<file path="config.mk">
export PLATFORM = sky130hd
export DESIGN_NAME = rv32i_dbus_bridge
export DESIGN_NICKNAME = d
export VERILOG_FILES = /design/src/rtl/rv32i_dbus_bridge.sv
export SDC_FILE = /design/constraint.sdc
export NUM_CORES = 1
export LEC_CHECK = 0
export ABC_CLOCK_PERIOD_IN_PS = 5100
export CAP_MARGIN = 20
export CORE_AREA = 5 5 223 225
export CTS_CLUSTER_SIZE = 24
export DETAILED_ROUTE_END_ITERATION = 6
export DIE_AREA = 0 0 228 230
export GPL_ROUTABILITY_DRIVEN = 0
export PLACE_DENSITY = 0.6
export SLEW_MARGIN = 30
export SYNTH_ARGS = -nofsm -noshare
export SYNTH_HDL_FRONTEND = slang
export SYNTH_SLANG_ARGS = --single-unit
</file>
<file path="constraint.sdc">
create_clock -name clk -period 5.1 [get_ports clk]
set_clock_uncertainty 0.1 [all_clocks]
set_input_delay 1.275 -clock clk [delete_from_list [all_inputs] [get_ports clk]]
set_output_delay 1.275 -clock clk [all_outputs]
set_load 0.02 [all_outputs]
</file>
<file path="src/rtl/rv32i_dbus_bridge.sv">
// rtl/rv32i_dbus_bridge.sv - core data port to Avalon-MM bridge with posted write buffer
// Optional bus watchdog: define RV32I_DBUS_TIMEOUT_EN.
module rv32i_dbus_bridge #(
    parameter int LOG2_WBUF_DEPTH = 2,
    parameter int TIMEOUT_CYCLES  = 256
) (
    input  logic        clk,
    input  logic        reset_n,
    input  logic [31:0] daddress,
    input  logic        dwrite,
    input  logic [31:0] dwritedata,
    input  logic [3:0]  dbyteenable,
    input  logic        dread,
    output logic [31:0] dreaddata,
    output logic        dwaitrequest,
    output logic [31:0] m_address,
    output logic        m_read,
    output logic        m_write,
    output logic [31:0] m_writedata,
    output logic [3:0]  m_byteenable,
    input  logic        m_waitrequest,
    input  logic [31:0] m_readdata,
    input  logic        m_readdatavalid,
    output logic        wbuf_overflow,
    output logic        bus_err
);

    localparam int PW    = LOG2_WBUF_DEPTH;
    localparam int DEPTH = 1 << LOG2_WBUF_DEPTH;

    typedef enum logic [2:0] {IDLE, RD_DRAIN, RD_REQ, RD_DATA, RD_DONE} state_t;

    state_t state, state_next;

    logic [31:0] wb_addr [DEPTH];
    logic [31:0] wb_data [DEPTH];
    logic [3:0]  wb_be   [DEPTH];
    logic [PW-1:0] wr_ptr, rd_ptr, rd_ptr_next;
    logic [PW:0]   count, avail;

    logic full, push, pop, bus_free, issue_w, start_rd, to_fire;

    assign full        = (count == (PW+1)'(DEPTH));
    assign push        = dwrite & ~full;
    assign pop         = m_write & (~m_waitrequest | to_fire);
    assign avail       = count - (PW+1)'(pop);
    assign rd_ptr_next = rd_ptr + PW'(pop);
    // The bus can take a new beat when idle, or when the current beat completes or is abandoned.
    assign bus_free    = ~(m_read | m_write) | ~m_waitrequest | to_fire;

    always_ff @(posedge clk or negedge reset_n) begin
        if (!reset_n) state <= IDLE;
        else          state <= state_next;
    end

    always_comb begin
        state_next = state;
        case (state)
            IDLE: begin
                if (dread) begin
                    if (count != '0 || m_write || push) state_next = RD_DRAIN;
                    else                                state_next = RD_REQ;
                end
            end
            RD_DRAIN: begin
                if (count == '0 && !m_write && !push) state_next = RD_REQ;
            end
            RD_REQ: begin
                if (to_fire)             state_next = RD_DONE;
                else if (!m_waitrequest) state_next = RD_DATA;
            end
            RD_DATA: begin
                if (m_readdatavalid || to_fire) state_next = RD_DONE;
            end
            RD_DONE:  state_next = IDLE;
            default:  state_next = IDLE;
        endcase
    end

    always_comb begin
        dwaitrequest = (dread & (state != RD_DONE)) | (dwrite & full);
        issue_w      = ((state == IDLE) || (state == RD_DRAIN)) && (avail != '0);
        start_rd     = (state_next == RD_REQ) && (state != RD_REQ);
    end

    always_ff @(posedge clk) begin
        if (push) begin
            wb_addr[wr_ptr] <= daddress;
            wb_data[wr_ptr] <= dwritedata;
            wb_be[wr_ptr]   <= dbyteenable;
        end
    end

    always_ff @(posedge clk or negedge reset_n) begin
        if (!reset_n) begin
            wr_ptr        <= '0;
            rd_ptr        <= '0;
            count         <= '0;
            wbuf_overflow <= 1'b0;
        end else begin
            if (push) wr_ptr <= wr_ptr + 1'b1;
            rd_ptr <= rd_ptr_next;
            count  <= count + (PW+1)'(push) - (PW+1)'(pop);
            if (dwrite && full) wbuf_overflow <= 1'b1;
        end
    end

    always_ff @(posedge clk or negedge reset_n) begin
        if (!reset_n) begin
            m_read       <= 1'b0;
            m_write      <= 1'b0;
            m_address    <= '0;
            m_writedata  <= '0;
            m_byteenable <= '0;
            dreaddata    <= '0;
        end else begin
            if (bus_free) begin
                m_write <= issue_w;
                m_read  <= start_rd;
                if (issue_w) begin
                    m_address    <= wb_addr[rd_ptr_next];
                    m_writedata  <= wb_data[rd_ptr_next];
                    m_byteenable <= wb_be[rd_ptr_next];
                end else if (start_rd) begin
                    m_address    <= daddress;
                    m_byteenable <= 4'hF;
                end
            end
            if (state == RD_DATA && m_readdatavalid)
                dreaddata <= m_readdata;
            else if (to_fire && (state == RD_REQ || state == RD_DATA))
                dreaddata <= 32'hDEADBEEF;
        end
    end

`ifdef RV32I_DBUS_TIMEOUT_EN
    localparam int TO_W = $clog2(TIMEOUT_CYCLES) + 1;

    logic [TO_W-1:0] to_cnt;
    logic            counting;

    assign counting = ((m_read | m_write) & m_waitrequest) | (state == RD_DATA);
    assign to_fire  = counting && (to_cnt == TO_W'(TIMEOUT_CYCLES - 1));

    always_ff @(posedge clk or negedge reset_n) begin
        if (!reset_n) begin
            to_cnt  <= '0;
            bus_err <= 1'b0;
        end else begin
            bus_err <= to_fire;
            if (to_fire || (bus_free && (issue_w || start_rd))) to_cnt <= '0;
            else if (counting)                                  to_cnt <= to_cnt + 1'b1;
        end
    end
`else
    logic unused_timeout;
    assign unused_timeout = (TIMEOUT_CYCLES == 0);
    assign to_fire        = 1'b0;
    assign bus_err        = 1'b0;
`endif

endmodule
</file>
==> run_results.csv <==
group,metric,value,unit
route,viasPerCell,4.59,
final_layout,finalNonFillerCells,1572,
logic_synthesis,synth.yosys.seq_area_share,73.6,%
clock_network,ctsResizeCount,0,
logic_synthesis,yosysTopAreaCellShare,54.7,%
die,start_util,31.6,%
timing,finalMaxSlewViolations,0,
final_layout,layout.nets,1037,
die,die_width,228,um
logic_synthesis,syn_area,0.0149,sq mm
clock_network,htreeDepth,2,
timing,max_freq,0.249,GHz
logic_synthesis,yosys.area.top_type,"edfxtp_1",
global_routing,antenna_found_initial,4,
timing,period_needed,4.01,ns
timing,tns,0,ns
logic_synthesis,ys_warn_count,0,
logic_synthesis,synth_nets,790,
clock_network,cts_max_path_buffers,3,
worst_setup_path,cp-end-kind,"output port",
global_routing,first_global_vias,7871,
worst_setup_path,critPathLaunchType,"input port",
final_layout,fillers,4278,
logic_synthesis,synthCells,675,
worst_setup_path,critical_path_class,"in -> out",
route,ant_nets,0,
die,rows,80,
die,ios,211,
route,route.detailed.drc,0,
logic_synthesis,yosys-top-cells-count,"edfxtp_1, dfrtp_1, mux4_2",
status,outcome,"completed",
route,via_count,7212,
route,wirelength,32.8,mm
place,placed_cell_area,0.0178,sq mm
worst_setup_path,required,3.72,ns
logic_synthesis,synthArstFlopShare,29.4,%
global_routing,gr-total-overflow,0,
die,die_y,230,um
final_layout,drive_gt1_share,29.5,%
timing,max_slew_margin,46.8,%
clock_network,insertion_delay,0.55,ns
worst_setup_path,critical_path_arrival,2.63,ns
final_layout,stdcell_area,0.0193,sq mm
timing,period_share,78.6,%
pwr,p_per_area,692,mW/mm^2
logic_synthesis,synth_cell_type_count,35,
logic_synthesis,synth_seq_cells,385,
clock_network,cts_buffers,44,
min_path,hold_path_class,"reg -> reg",
route,drt_iter0_drc,334,
flow_run,drv_cap,0,
global_routing,grtUsageTotal,12.5,%
clock_network,post_cts_buffers,0,
clock_network,clock-root-buffer,"clkbuf_16",
final_layout,n_antenna_cell,0,
clock_network,clkTransAtPathRegs,0.05,ns
timing,setup_viol,0,
route,wl_per_cell,20.9,um
timing,rsz0062_at_grt,"false",
pwr,vdd_ir_drop_max,0.340,mV
clock_network,clock-sinks,385,
pwr,power.leakage,7.04,nW
worst_setup_path,worst-path-max-fanout,3,
clock_network,cts_hold_buf,0,
final_layout,seq_area,0.0110,sq mm
global_routing,grt_pass1_wl,50.1,mm
logic_synthesis,yosysMostFrequentCell,"edfxtp_1",
logic_synthesis,avgSynthCellArea,22.1,sq um
global_routing,grt_max_degree,89,
die,dieArea,0.0524,sq mm
clock_network,cts_tree,"built",
place,dp_cells,1491,
final_layout,area.growth.synth_to_final,29.1,%
logic_synthesis,netlist_top_cells_area,"edfxtp_1, dfrtp_1, mux4_2",
logic_synthesis,synth_edf_count,272,
route,firstDrtPassIters,4,
die,core-area,0.0473,sq mm
place,dp_hpwl,19.7,mm
place,io_buffer_count,209,
final_layout,multiInputGateArea,0.00367,sq mm
timing,hold_viol,0,
logic_synthesis,synthFlopType,"edfxtp_1",
timing,tightestPinTransition,0.799,ns
sequential cells by signal, summed over array words and instances (netlist names):
signal,cells
m_byteenable,4
wr_ptr,2
wb_data,128
wb_be,16
state,3
m_read,1
rd_ptr,2
wb_addr,128
dreaddata,32
count,3
m_write,1
m_address,32
m_writedata,32
wbuf_overflow,1
area by class of cell:
cell class / instances / area share (%)
clock inverter: 18 / 1.19
timing repair buffer: 232 / 12.1
tap: 615 / 3.99
sequential: 385 / 57.0
multi-input combinational: 250 / 19.0
clock buffer: 63 / 6.56
inverter: 9 / 0.175
worst max-delay path, cell delays in order:
cell,delay (ns)
clkdlybuf4s50_1,0.53
a32o_1,0.20
clkdlybuf4s50_1,0.63
layer usage:
layer	up-vias	wire, um	share of wire (%)	global-route usage [%]
li1	3182	-	-	-
met1	3816	14000	43	15.7
met2	162	16400	50	21.1
met3	48	1800	5.5	3.59
met4	4	610	1.9	3.61
met5	-	27	0.082	0
placed cells by master (no fill, tap or decap), types with 4 or more instances in the layout:
master and count:
buf_4 18, inv_1 9, mux2_4 60, mux2_2 52
dfrtp_1 113, clkinv_2 6, clkdlybuf4s50_1 208, edfxtp_1 272
nand2_1 9, bufinv_16 5, clkbuf_1 12, mux4_2 68
ha_1 7, clkbuf_8 6, mux2_1 16, buf_12 5
and2_4 4, o22a_1 4, clkbuf_16 46
report_power, final:
| part | total, mW | switching (mW) | leakage, nW | internal [mW] |
|---|---|---|---|---|
| clock | 3.22 | 1.24 | 0.732 | 1.98 |
| combinational | 5.46 | 2.43 | 2.46 | 3.03 |
| sequential | 4.67 | 0.366 | 3.84 | 4.31 |
| total | 13.4 | 4.04 | 7.04 | 9.32 |
kinds of logic after synthesis:
logic type	count (synthesis)	share of synthesized area (%)
DFF	385	73.6
muxes	196	21.4
buffers and inverters	40	2.23
and+or+nand+nor	24	0.929
AOI/OAI and AO/OA	15	0.728
adders and majority gates	9	0.804
xor gates and xnor gates	5	0.293
other	1	0.0251
metrics by stage:
stage	power (mW)	utilization, %	setup WS, ns	hold slack, ns
2_1_floorplan	8.59	-	1.26	0.397
3_3_place_gp	10.3	37.6	0.923	0.377
3_5_place_dp	10.4	37.6	0.878	0.389
4_1_cts	13.7	40.7	1.06	0.401
5_1_grt	14.1	40.7	1.04	0.411
6_report	13.4	40.7	1.09	0.392
final timing paths:
path / start / slack, ns / depth (start not counted) / endpoint
setup / recovery: dwrite / 1.09 / 3 / dwaitrequest
hold / removal: m_writedata[6] / 0.39 / 1 / m_writedata[6]
setup reg to reg: m_write / 2.25 / 6 / m_address[3]
hold reg to reg: m_writedata[6] / 0.39 / 1 / m_writedata[6]
max in group asynchronous: reset_n / 3.23 / 2 / m_address[8]
min in group asynchronous: reset_n / 0.70 / 1 / dreaddata[8]
(Power assumes the default switching activity.)
